**config.mk**
```make
export PLATFORM = sky130hd
export DESIGN_NAME = wb_arbiter
export DESIGN_NICKNAME = d
export VERILOG_FILES = /design/src/rtl/core_pkg.sv /design/src/rtl/rr_arbiter2.sv /design/src/rtl/wb_arbiter.sv
export SDC_FILE = /design/constraint.sdc
export NUM_CORES = 1
export LEC_CHECK = 0
export CORE_MARGIN = 10
export CORE_UTILIZATION = 48
export DETAILED_ROUTE_END_ITERATION = 12
export PLACE_DENSITY = 0.95
export SETUP_SLACK_MARGIN = 0.3
export SYNTH_ARGS = -nofsm -noshare
export SYNTH_HDL_FRONTEND = slang
export SYNTH_SLANG_ARGS = --single-unit
export TNS_END_PERCENT = 100
```
**constraint.sdc**
```tcl
create_clock -name clk -period 4.59 [get_ports clk]
set_input_delay 0.6885 -clock clk [delete_from_list [all_inputs] [get_ports clk]]
set_output_delay 0.6885 -clock clk [all_outputs]
set_load 0.01 [all_outputs]
```
**src/rtl/core_pkg.sv**
```systemverilog
// Shared core constants and the writeback request payload used by the ALU and LSU.
package core_pkg;

    localparam int unsigned DATA_WIDTH    = 32;
    localparam int unsigned REG_BUS_WIDTH = $clog2(DATA_WIDTH);
    localparam int unsigned NUM_REGS      = 2 ** REG_BUS_WIDTH;

    typedef enum logic {
        RR_ALU = 1'b0,
        RR_LSU = 1'b1
    } rr_ptr_t;

    typedef struct packed {
        logic                     valid;
        logic [REG_BUS_WIDTH-1:0] rd;
        logic [DATA_WIDTH-1:0]    data;
    } wb_req_t;

endpackage

```
**src/rtl/rr_arbiter2.sv**
```systemverilog
// Two-way round-robin arbiter; the pointer only moves after a contended cycle.
module rr_arbiter2
    import core_pkg::*;
(
    input  logic clk,
    input  logic rst,
    input  logic req_alu,
    input  logic req_lsu,
    output logic grant_alu,
    output logic grant_lsu
);

    rr_ptr_t ptr;

    always_comb begin
        grant_alu = req_alu && (!req_lsu || (ptr == RR_ALU));
        grant_lsu = req_lsu && (!req_alu || (ptr == RR_LSU));
    end

    always_ff @(posedge clk) begin
        if (rst) begin
            ptr <= RR_ALU;
        end else if (req_alu && req_lsu) begin
            ptr <= (ptr == RR_ALU) ? RR_LSU : RR_ALU;
        end
    end

endmodule

```
**src/rtl/wb_arbiter.sv**
```systemverilog
// Regfile write-port sequencer: ALU/LSU writeback arbitration plus busy scoreboard.
module wb_arbiter
    import core_pkg::*;
(
    input  logic                     clk,
    input  logic                     rst,
    input  logic                     issue_valid,
    input  logic [REG_BUS_WIDTH-1:0] issue_rs1,
    input  logic [REG_BUS_WIDTH-1:0] issue_rs2,
    input  logic [REG_BUS_WIDTH-1:0] issue_rd,
    output logic                     issue_ready,
    input  logic                     alu_valid,
    input  logic [REG_BUS_WIDTH-1:0] alu_rd,
    input  logic [DATA_WIDTH-1:0]    alu_data,
    output logic                     alu_ready,
    input  logic                     lsu_valid,
    input  logic [REG_BUS_WIDTH-1:0] lsu_rd,
    input  logic [DATA_WIDTH-1:0]    lsu_data,
    output logic                     lsu_ready,
    output logic                     rf_write_enable,
    output logic [REG_BUS_WIDTH-1:0] rf_rd,
    output logic [DATA_WIDTH-1:0]    rf_rd_data,
    output logic [NUM_REGS-1:0]      busy,
    output logic                     err_spurious
);

    wb_req_t                alu_req;
    wb_req_t                lsu_req;
    wb_req_t                wb_sel;
    logic                   wb_fire;
    logic                   wb_write;
    logic                   issue_fire;
    logic                   spurious;
    logic [NUM_REGS-1:0]    set_mask;
    logic [NUM_REGS-1:0]    clr_mask;
    logic [NUM_REGS-1:0]    busy_next;

    assign alu_req = '{valid: alu_valid, rd: alu_rd, data: alu_data};
    assign lsu_req = '{valid: lsu_valid, rd: lsu_rd, data: lsu_data};

    rr_arbiter2 u_rr (
        .clk       (clk),
        .rst       (rst),
        .req_alu   (alu_req.valid),
        .req_lsu   (lsu_req.valid),
        .grant_alu (alu_ready),
        .grant_lsu (lsu_ready)
    );

    // Hazard check looks only at registered busy, so clears land one cycle later.
    always_comb begin
        issue_ready = !busy[issue_rs1] && !busy[issue_rs2] && !busy[issue_rd];
        issue_fire  = issue_valid && issue_ready;

        wb_sel   = lsu_ready ? lsu_req : alu_req;
        wb_fire  = alu_ready || lsu_ready;
        wb_write = wb_fire && (wb_sel.rd != '0);
        spurious = wb_write && !busy[wb_sel.rd];

        set_mask = '0;
        clr_mask = '0;
        if (issue_fire && (issue_rd != '0)) begin
            set_mask = NUM_REGS'(1) << issue_rd;
        end
        if (wb_write) begin
            clr_mask = NUM_REGS'(1) << wb_sel.rd;
        end
        busy_next    = (busy & ~clr_mask) | set_mask;
        busy_next[0] = 1'b0;
    end

    always_ff @(posedge clk) begin
        if (rst) begin
            busy            <= '0;
            rf_write_enable <= 1'b0;
            rf_rd           <= '0;
            rf_rd_data      <= '0;
            err_spurious    <= 1'b0;
        end else begin
            busy            <= busy_next;
            rf_write_enable <= wb_write;
            if (wb_write) begin
                rf_rd      <= wb_sel.rd;
                rf_rd_data <= wb_sel.data;
            end
            if (spurious) begin
                err_spurious <= 1'b1;
            end
        end
    end

endmodule
```
==> results <==
-- placed cells by master, fill, tap and decap left out, drive strengths merged, types with 15 or more instances in the layout --
cell           Yosys  final
o21ai             33     33
clkdlybuf4s50      0    164
nor2              48     48
mux4              25     25
o211ai            27     27
dfxtp             71     71
nand2             99     99
mux2i             15     15
a311oi            35     35
-- layer usage --
layer  GRT usage  up-vias  part of all wire
li1            -     2216                 -
met1       0.299     2309              0.34
met5           0        -                 0
met4       0.149        0             0.053
met2       0.419      350              0.49
met3      0.0693       93              0.12
-- path summary, 6_finish.rpt --
path,start,endpoint,slack (ps)
setup / recovery,issue_rs1[1],issue_ready,510
setup reg to reg,u_rr.ptr,err_spurious,1610
hold reg to reg,rf_rd[4],rf_rd[4],460
hold / removal,rf_rd[4],rf_rd[4],460
-- final cells by class --
| type | count | share of cell area |
|---|---|---|
| Clock buffer | 9 | 0.0196 |
| Clock inverter | 6 | 0.0137 |
| Inverter | 10 | 0.00595 |
| Multi-Input combinational cell | 389 | 0.437 |
| Sequential cell | 71 | 0.225 |
| Tap cell | 108 | 0.0214 |
| Timing Repair Buffer | 177 | 0.277 |
-- metrics by stage --
stage	cells	cell area [um^2]
floorplan	515	4430
global placement	755	6090
detailed placement	755	6090
CTS	770	6300
global route	770	6310
finish	770	6310
-- logic make-up (layout without fill, tap and decap cells) --
group,count (synthesis),in the layout
flip-flops,71,71
multiplexers,46,46
buffers and inverters,55,202
XOR/XNOR,1,1
AND/OR/NAND/NOR,198,198
AO/OA/AOI/OAI,143,143
other,1,1
-- worst max-delay path: cells and delay by family --
kind                   cells  cell delay (ps)
buffers and inverters      2             1250
multiplexers               3             1090
AND/OR/NAND/NOR            2              360
-- state kept, by name (all words and copies together) (netlist names) --
register and cells:
rf_rd 5, u_rr.ptr 1, rf_rd_data 32, busy 31, rf_write_enable 1, err_spurious 1
-- power breakdown --
part           total, W  leakage [nW]  internal, W  switching (W)
combinational  0.000425          1.58     0.000211       0.000214
clock          0.000538         0.105     0.000302       0.000236
sequential     0.000682         0.583     0.000654      0.0000279
total           0.00164          2.27      0.00117       0.000477
==> impl_metrics.yaml <==
global_route:
  grt-ovfl-total: 0
  grt_use_total: 0.257
  grt_max_degree: 44
  antenna_found_initial: 0
  grt_pass1_wl_um: 27100
  grt_pass1_vias: 4984
critical_path:
  worstPathArrival_ps: 3390
  critPathMaxFanout: 10
  crit_chain: "clkdlybuf4s50_1 > mux2i_1 > mux4_2 > mux4_2 > and3_4 > nor2b_1 > clkdlybuf4s50_1"
  path_class: "input port to primary output"
  r2r_cells: 8
  critical-path-max-stage-delay_ps: 780
  start_kind: "input port"
  crit_path_end_kind: "primary output"
  cp_data_required_time_ps: 3900
  cpMaxStageDelayCell: "clkdlybuf4s50_1"
floorplan:
  num_rows: 34
  io-pin-count: 168
  core-area_um2: 8850
  die_area_um2: 13500
  die_h_um: 116
  die_w_um: 116
  initial_core_util: 0.501
power:
  power_w: 0.00164
  p_leak_nw: 2.27
  p_per_area_nw_per_um2: 261
  ir_worst_vdd_mv: 0.136
synth:
  synth-adder-area-share: 0
  yosysMostFrequentCell: "nand2_1"
  synth_top_family_by_area: "compound AO/OA/AOI/OAI gates"
  synth-async-reset-ratio: 0
  ys_seq_area_frac: 0.321
  synth_edf_count: 0
  synth_simple_gate_area_share: 0.203
  synth_warnings: 0
  avgSynthCellArea_um2: 8.60
  synth_area_leaders: "dfxtp_1 32%, mux4_2 13%, nand2_1 8.1%, a311oi_1 6.9%, o211ai_1 4.6%"
  syn_inst: 515
  ys.flop_type: "dfxtp_1"
  ys_types: 57
  synth_top_area_frac: 0.321
  yosys.area_share.xor_xnor: 0.00198
  synth_compound_area_frac: 0.240
  syn_nets: 609
  yosysTopAreaCell: "dfxtp_1"
  ys_ff_latch: 71
  synth_common_cells: "96 x nand2_1, 71 x dfxtp_1, 48 x nor2_1, 35 x a311oi_1, 32 x o21ai_0"
  syn_area_um2: 4430
  synthMuxAreaShare: 0.176
clock_network:
  hold_buffers: 0
  cts.clk_slew.worst_paths_ps: 70
  cts_buffers: 9
  htree_levels: 3
  clkSinkCount: 71
  root_buffer: "clkbuf_8"
  clockBufferDepth: 2
  worstSkewPairLatency_ps: 350
  post_cts_resize_count: 0
  cts_setup_buffers: 0
  cts_tree: "done"
timing:
  worst_slew_pin_slew_ps: 732
  finalMaxSlewViolations: 0
  hold_viol: 0
  holdWs_ps: 462
  fin_crit_sh: 0.889
  relSlewSlack: 0.512
  finalClockSkew_ps: 15.7
  rsz0062_at_grt: "no"
  fin_tns_setup_ps: 0
  fin_crit_ps: 4080
  fmax_mhz: 245
  setup_viol: 0
  layout_setup_ws_ps: 508
final_layout:
  fin_util: 0.713
  nets: 752
  areaGrowthSynthToFinish_pct: 42.4
  fill_cells: 640
  diodes: 0
  seq_area_um2: 1420
  multi_input_area_um2: 2760
  drive_gt1_frac: 0.104
status:
  status: "complete, no violations"
drt:
  viasPerCell: 6.45
  wire_per_inst_um: 23.1
  num_vias: 4968
  initialDrtViolationCount: 624
  drtPass1Iterations: 8
  drtAntennaViolNets: 0
  drc: 0
  finalWirelength_um: 17800
placed_design:
  place_ws_ps: 379
  io_buffers: 166
  dp_hpwl_um: 13300
  gp_congestion: 1.00
hold_path:
  hold_depth: 2
  hold_class: "register to register"
run:
  drv_cap: 0
(Power assumes the default switching activity.)
